===== config.mk =====
export PLATFORM = sky130hd
export DESIGN_NAME = dmem_arbiter
export DESIGN_NICKNAME = d
export VERILOG_FILES = /design/src/rtl/dmem_arbiter_pkg.sv /design/src/rtl/dmem_tag_pipe.sv /design/src/rtl/dmem_arbiter.sv
export SDC_FILE = /design/constraint.sdc
export NUM_CORES = 1
export LEC_CHECK = 0
export ABC_CLOCK_PERIOD_IN_PS = 4780
export BUFFER_PORTS_ARGS = -buffer_cell sky130_fd_sc_hd__buf_2
export CAP_MARGIN = 40
export CELL_PAD_IN_SITES_DETAIL_PLACEMENT = 0
export CELL_PAD_IN_SITES_GLOBAL_PLACEMENT = 1
export CORE_AREA = 2 2 112 114
export DETAILED_ROUTE_END_ITERATION = 10
export DIE_AREA = 0 0 114 116
export PLACE_DENSITY = 0.89
export SKIP_LAST_GASP = 1
export SYNTH_ARGS = -nofsm -noshare
export SYNTH_HDL_FRONTEND = slang
export SYNTH_HIERARCHICAL = 1
export SYNTH_SLANG_ARGS = --single-unit

===== constraint.sdc =====
create_clock -name i_clock -period 4.78 [get_ports i_clock]
set_input_delay 0.956 -clock i_clock [delete_from_list [all_inputs] [get_ports i_clock]]
set_output_delay 0.956 -clock i_clock [all_outputs]
set_load 0.05 [all_outputs]

===== src/rtl/dmem_arbiter_pkg.sv =====
// Shared types for the data-memory arbiter.
// Owner encoding and the in-flight read tag.
package dmem_arbiter_pkg;

  typedef enum logic {
    OWN_CORE = 1'b0,
    OWN_DBG  = 1'b1
  } dmem_owner_t;

  typedef struct packed {
    logic        valid;
    dmem_owner_t owner;
    logic        err;
  } dmem_tag_t;

endpackage


===== src/rtl/dmem_tag_pipe.sv =====
// MEM_LATENCY-deep shift register of read tags.
// Ports: i_clock, i_reset_n, i_tag (push), o_tag (oldest stage).
module dmem_tag_pipe
  import dmem_arbiter_pkg::*;
#(
  parameter int MEM_LATENCY = 1
) (
  input  logic      i_clock,
  input  logic      i_reset_n,
  input  dmem_tag_t i_tag,
  output dmem_tag_t o_tag
);

  dmem_tag_t stage [MEM_LATENCY];

  always_ff @(posedge i_clock or negedge i_reset_n) begin
    if (!i_reset_n) begin
      for (int i = 0; i < MEM_LATENCY; i++) begin
        stage[i] <= '0;
      end
    end else begin
      stage[0] <= i_tag;
      for (int i = 1; i < MEM_LATENCY; i++) begin
        stage[i] <= stage[i-1];
      end
    end
  end

  assign o_tag = stage[MEM_LATENCY-1];

endmodule


===== src/rtl/dmem_arbiter.sv =====
// Core/debug arbiter for the single-port data memory.
// Ports: core and debug request ports, memory command, memory read data.
module dmem_arbiter
  import dmem_arbiter_pkg::*;
#(
  parameter int MEM_LATENCY  = 1,
  parameter int DEPTH_WORDS  = 1024,
  parameter int STARVE_LIMIT = 8,
  localparam int AW = $clog2(DEPTH_WORDS)
) (
  input  logic          i_clock,
  input  logic          i_reset_n,
  input  logic          i_core_req,
  input  logic          i_core_we,
  input  logic [31:0]   i_core_addr,
  input  logic [31:0]   i_core_wdata,
  input  logic [3:0]    i_core_be,
  output logic          o_core_gnt,
  output logic          o_core_rvalid,
  output logic [31:0]   o_core_rdata,
  output logic          o_core_err,
  input  logic          i_dbg_req,
  input  logic          i_dbg_we,
  input  logic [31:0]   i_dbg_addr,
  input  logic [31:0]   i_dbg_wdata,
  input  logic [3:0]    i_dbg_be,
  output logic          o_dbg_gnt,
  output logic          o_dbg_rvalid,
  output logic [31:0]   o_dbg_rdata,
  output logic          o_dbg_err,
  output logic          o_mem_en,
  output logic          o_mem_we,
  output logic [AW-1:0] o_mem_addr,
  output logic [31:0]   o_mem_wdata,
  output logic [3:0]    o_mem_be,
  input  logic [31:0]   i_mem_rdata
);

  localparam int CW = $clog2(STARVE_LIMIT + 1);

  logic [CW-1:0] starve_cnt;
  logic          starved;
  logic          core_gnt;
  logic          dbg_gnt;
  logic          any_gnt;
  logic          sel_we;
  logic [31:0]   sel_addr;
  logic [31:0]   sel_wdata;
  logic [3:0]    sel_be;
  logic [29:0]   idx;
  logic          in_range;
  logic          mem_en;
  dmem_tag_t     tag_in;
  dmem_tag_t     tag_out;
  logic          ret;
  logic [31:0]   ret_data;
  logic          unused_bits;

  assign starved = (starve_cnt == CW'(STARVE_LIMIT));

  always_comb begin
    core_gnt = 1'b0;
    dbg_gnt  = 1'b0;
    if (i_reset_n) begin
      if (i_dbg_req && (!i_core_req || starved)) begin
        dbg_gnt = 1'b1;
      end else if (i_core_req) begin
        core_gnt = 1'b1;
      end
    end
  end

  assign any_gnt   = core_gnt | dbg_gnt;
  assign sel_we    = dbg_gnt ? i_dbg_we    : i_core_we;
  assign sel_addr  = dbg_gnt ? i_dbg_addr  : i_core_addr;
  assign sel_wdata = dbg_gnt ? i_dbg_wdata : i_core_wdata;
  assign sel_be    = dbg_gnt ? i_dbg_be    : i_core_be;

  // Out-of-range accesses are still granted; they just never reach memory.
  assign idx      = sel_addr[31:2];
  assign in_range = idx < 30'(DEPTH_WORDS);
  assign mem_en   = any_gnt & in_range;

  assign o_core_gnt  = core_gnt;
  assign o_dbg_gnt   = dbg_gnt;
  assign o_mem_en    = mem_en;
  assign o_mem_we    = mem_en & sel_we;
  assign o_mem_addr  = mem_en ? idx[AW-1:0] : '0;
  assign o_mem_wdata = mem_en ? sel_wdata : '0;
  assign o_mem_be    = mem_en ? sel_be : '0;

  always_ff @(posedge i_clock or negedge i_reset_n) begin
    if (!i_reset_n) begin
      starve_cnt <= '0;
    end else if (dbg_gnt) begin
      starve_cnt <= '0;
    end else if (i_dbg_req && !starved) begin
      starve_cnt <= starve_cnt + CW'(1);
    end
  end

  always_comb begin
    tag_in = '0;
    if (any_gnt && !sel_we) begin
      tag_in.valid = 1'b1;
      tag_in.owner = dbg_gnt ? OWN_DBG : OWN_CORE;
      tag_in.err   = !in_range;
    end
  end

  dmem_tag_pipe #(
    .MEM_LATENCY(MEM_LATENCY)
  ) u_tag_pipe (
    .i_clock  (i_clock),
    .i_reset_n(i_reset_n),
    .i_tag    (tag_in),
    .o_tag    (tag_out)
  );

  assign ret      = tag_out.valid & i_reset_n;
  assign ret_data = (ret && !tag_out.err) ? i_mem_rdata : '0;

  assign o_core_rvalid = ret & (tag_out.owner == OWN_CORE);
  assign o_dbg_rvalid  = ret & (tag_out.owner == OWN_DBG);
  assign o_core_rdata  = o_core_rvalid ? ret_data : '0;
  assign o_dbg_rdata   = o_dbg_rvalid ? ret_data : '0;
  assign o_core_err    = o_core_rvalid & tag_out.err;
  assign o_dbg_err     = o_dbg_rvalid & tag_out.err;

  assign unused_bits = ^{i_core_addr[1:0], i_dbg_addr[1:0], idx[29:AW]};

endmodule


### Word-level counts from Yosys, hierarchy flattened

Index checks and enable logic that the tools add are counted.

* bits of input ports: 174
* output and inout port bits: 118
* logic and storage cells: 46
* register bits: 7

* add/subtract/negate cells: 1
* reductions and logical operators: 11
* bitwise operators: 9
* order comparisons: 1
* mux-type cells: 19
* equal/unequal tests: 1

Operators with widths (number)
* 2-to-1 mux 32 bit: 6
* less-than comparator 30 x 11 -> 1 bit (second input constant): 1
* 2-to-1 mux 4 bit: 4
* 2-to-1 mux 10 bit: 1
* bitwise AND 1 bit: 7
* 2-to-1 mux 1 bit: 7
* logical NOT 1 bit: 5
* adder 4 x 1 -> 4 bit (second input constant): 1
* == test 4 bit (second input constant): 1
* logical AND 1 bit: 4
* 2-to-1 mux 3 bit: 1
* nonzero test 2 bit: 1
* logical OR 1 bit: 1
* NOT 1 bit: 1
* bitwise OR 1 bit: 1

### Depth between registers and ports, before layout

* depth in word-level cells: 9
* mapped depth: 9
* gate-level depth less buffers: 7

### Modules after synthesis

Netlist, hierarchy kept.

By module, submodules not included
* dmem_arbiter: seq. area each 100.1 sq um, cells each 283, area each 1714.1 sq um, times used 1
* dmem_tag_pipe: seq. area each 75.1 sq um, cells each 3, area each 75.1 sq um, times used 1

### Least setup slack after synthesis

No wires, ideal clock.

* path kind: input port to output port
* from: in i_core_addr[28]
* to: out o_mem_we
* stages on the path: 5
* path slack: 977 ps
* required time: 3824 ps
* path buffers: 1
* data arrival time: 2847 ps
* cell sequence: nor4_1 > and3_1 > nand3_2 > buf_6 > o32ai_1

* cells in the longest elaborated chain, start to end: 4

RTL lines
* start: declaration: RTL line dmem_arbiter.sv:15 `input logic [31:0] i_core_addr,`
* 2-to-1 mux 32 bit: RTL line dmem_arbiter.sv:75 `assign sel_addr = dbg_gnt ? i_dbg_addr : i_core_addr;`
* less-than comparator 30 x 11 -> 1 bit: RTL line dmem_arbiter.sv:81 `assign in_range = idx < 30'(DEPTH_WORDS);`
* bitwise AND 1 bit: RTL line dmem_arbiter.sv:82 `assign mem_en = any_gnt & in_range;`
* bitwise AND 1 bit: RTL line dmem_arbiter.sv:87 `assign o_mem_we = mem_en & sel_we;`
* end: declaration: RTL line dmem_arbiter.sv:32 `output logic o_mem_we,`

No other way between the ends.

### Worst setup path after layout

* from: in i_reset_n
* to: out o_mem_wdata[3]

* cells in the longest elaborated chain, start to end: 5
* elaborated cells on any way between the ends: 8
* those cells by class: 1 x order compare; 5 x mux; 2 x bitwise

RTL lines
* start: declaration: RTL line dmem_arbiter.sv:12 `input logic i_reset_n,`
* 2-to-1 mux 1 bit: RTL line dmem_arbiter.sv:64 `if (i_reset_n) begin`
* 2-to-1 mux 32 bit: RTL line dmem_arbiter.sv:75
* less-than comparator 30 x 11 -> 1 bit: RTL line dmem_arbiter.sv:81
* bitwise AND 1 bit: RTL line dmem_arbiter.sv:82
* 2-to-1 mux 32 bit *: RTL line dmem_arbiter.sv:89 `assign o_mem_wdata = mem_en ? sel_wdata : '0;`
* end: declaration: RTL line dmem_arbiter.sv:34 `output logic [31:0] o_mem_wdata,`

Mark *: on every way between the ends. The rest lies on a longest branch, timed or not.

==> metrics.yaml <==
final_layout:
  finish.utilization_pct: 28.7
  nets: 736
  n_fill_cell: 1337
  drive_gt1_share_pct: 58.0
  diodes: 0
  area_delta_synth_final_pct: 91.2
timing:
  finalSetupTns_ns: 0
  timing.final.crit_share_pct: 76.2
  worst_pin_slew_ns: 0.649
  maxSlewViolCount: 0
  period_needed_ns: 3.64
  rsz0062_at_grt: "no"
  slew-limit-headroom_pct: 56.8
  finClkSkew_ns: 0.00112
  setup_viol: 0
  fmax_mhz: 274
  timing.final.hold_violations: 0
detailed_routing:
  finalWirelength_microns: 8740
  wl_per_cell_microns: 12.4
  drt_first_iter_violations: 86
  detail_route.vias_per_cell: 4.24
  postRouteAntennaNets: 0
  first_pass_iters: 4
  drc: 0
  vias: 2990
floorplan:
  ios: 292
  die-area_sq_mm: 0.0132
  die_w_microns: 114
  core-area_sq_mm: 0.0119
  initial_utilization_pct: 15.0
  die_h_microns: 116
  num_rows: 40
power_and_ir_drop:
  ir_drop_mv: 0.0874
  p_leak_nw: 1.95
  power_density_mw_per_mm2: 135
  report.power.total_uw: 463
setup_path:
  crit_type: "primary input to primary output"
  cp_slowest_cell: "inv_2"
  r2r_setup_slack_ns: 3.07
  crit_start: "i_reset_n"
  start_kind: "primary input"
  crit_chain: "buf_2, nand2_1, a21o_1, inv_2, buf_4, nand2_1, o22ai_1, buf_2"
  path_max_fanout: 24
  cp.arrival_ns: 2.69
  cpPeakStageDelay_ns: 0.35
  r2r_start: "starve_cnt[0]"
  worstPathRequired_ns: 3.82
  cp-end-kind: "primary output"
yosys:
  syn_area_per_cell_sq_um: 6.26
  synth_nets: 462
  syn_area_sq_mm: 0.00179
  yosysSeqAreaShare_pct: 9.79
  ys_ff_latch: 7
  synth-warning-count: 6
  synthCells: 286
  synth_cell_type_count: 28
placement:
  gp_congestion: 0.743
  place.detailed.hpwl_microns: 7220
  port_buffers: 287
clock_network:
  cts-resized-gates: 0
  cts_hold_buffers: 0
  cts_setup_buffers: 0
  root_buffer: "clkbuf_16"
  numCtsBuffers: 3
  cts.path.max_buffers: 2
  clkLatencyLatePin_ns: 0.23
  cts_htree_levels: 1
  clk_pin_slew_ns: 0.03
  cts.sinks: 7
  cts_tree: "done"
grt:
  grt_max_degree: 50
  grt_use_total_pct: 10.9
  grt_pass1_vias: 2476
  grt_pass1_wl_microns: 11700
  antenna_found_initial: 0
  grt_overflow: 0
run_status:
  status: "finished clean"
hold_path:
  hold_path.class: "flip-flop to flip-flop"
  min_from: "starve_cnt[1]"
job:
  drv_cap: 0
path summary, 6_finish.rpt:
| path | to | cells past startpoint |
|---|---|---|
| setup / recovery | o_mem_wdata[3] | 8 |
| hold / removal | starve_cnt[1] | 2 |
| setup reg to reg | u_tag_pipe/o_tag[0] | 6 |
| hold reg to reg | starve_cnt[1] | 2 |
| max in group asynchronous | starve_cnt[2] | 1 |
| min in group asynchronous | starve_cnt[3] | 1 |
synthesized netlist by cell type:
master,n,area (sq um)
a21o_1,1,7.51
a21oi_1,1,5.00
a32o_1,1,10.0
and2_1,66,413
and3_1,3,18.8
buf_2,11,55.1
buf_4,1,7.51
buf_6,3,33.8
clkbuf_1,11,41.3
dfrtp_1,7,175
ha_1,2,25.0
inv_1,4,15.0
inv_2,2,7.51
nand2_1,97,364
nand3_1,3,15.0
nand3_2,1,10.0
nand3b_4,1,20.0
nand4_1,1,6.26
nor2_1,5,18.8
nor2b_1,1,6.26
nor3_1,1,5.00
nor4_1,10,62.6
o211ai_2,1,12.5
o22ai_1,29,181
o22ai_2,19,238
o32ai_1,1,8.76
xnor2_1,1,8.76
xor2_1,2,17.5
worst max-delay path: cells and delay by family:
kind                   cells  cell delay, ns
buffers and inverters      4            1.17
AOI/OAI and AO/OA          2            0.39
and+or+nand+nor            2            0.16
power by group:
group	internal, mW	switching, mW
clock network	0.111	0.0293
registers	0.0771	0.0170
logic	0.0999	0.129
through the flow:
| stage | area [sq um] | setup WS (ns) | instances | hold slack [ns] |
|---|---|---|---|---|
| after detailed placement | 3340 | 1.09 | 702 | 0.566 |
| after floorplan | 1790 | 0.977 | 286 | 0.527 |
| after CTS | 3420 | 1.08 | 706 | 0.574 |
| final | 3420 | 1.14 | 706 | 0.569 |
| after global placement | 3340 | 1.11 | 702 | 0.545 |
| after global routing | 3420 | 0.944 | 706 | 0.580 |
placed cells by master (no fill, tap or decap), types with 3 or more instances in the layout:
cell type / Yosys / layout
buf_2: 11 / 287
nand2_1: 97 / 97
and2_1: 66 / 66
o22ai_1: 29 / 29
o22ai_2: 19 / 19
nor4_1: 10 / 10
buf_4: 1 / 8
dfrtp_1: 7 / 7
nor2_1: 5 / 5
inv_1: 4 / 4
and3_1: 3 / 3
clkbuf_16: 0 / 3
cell type report:
cell class	instances	area [sq um]	area share, %
inverters	6	22.5	0.658
well taps	147	184	5.38
multi-input cells	247	1460	42.8
flip-flops and latches	7	175	5.12
repair buffers	295	1500	43.7
clock buffers	4	78.8	2.30
logic make-up (layout without fill, tap and decap cells):
| group | count (synthesis) | in the layout | share of synthesized area (%) |
|---|---|---|---|
| adder cells (fa/ha/maj) | 2 | 2 | 1.40 |
| XOR/XNOR | 3 | 3 | 1.47 |
| flip-flops | 7 | 7 | 9.79 |
| AND/OR/NAND/NOR | 189 | 189 | 52.5 |
| buffers and inverters | 32 | 305 | 8.95 |
| AO/OA/AOI/OAI | 53 | 53 | 25.9 |
per-layer routing:
metal | vias to the layer above | part of all wire, % | global-route usage [%]
met5 | - | 0 | 0
met4 | 0 | 0.24 | 0.976
met3 | 3 | 7.7 | 1.67
met2 | 169 | 51 | 21.9
met1 | 1305 | 41 | 12.5
li1 | 1513 | - | -
flip-flops by register name, summed over array words and instances (netlist names):
name / count
starve_cnt: 4
u_tag_pipe/o_tag: 3
No activity file was read; power rests on OpenSTA's default activity.
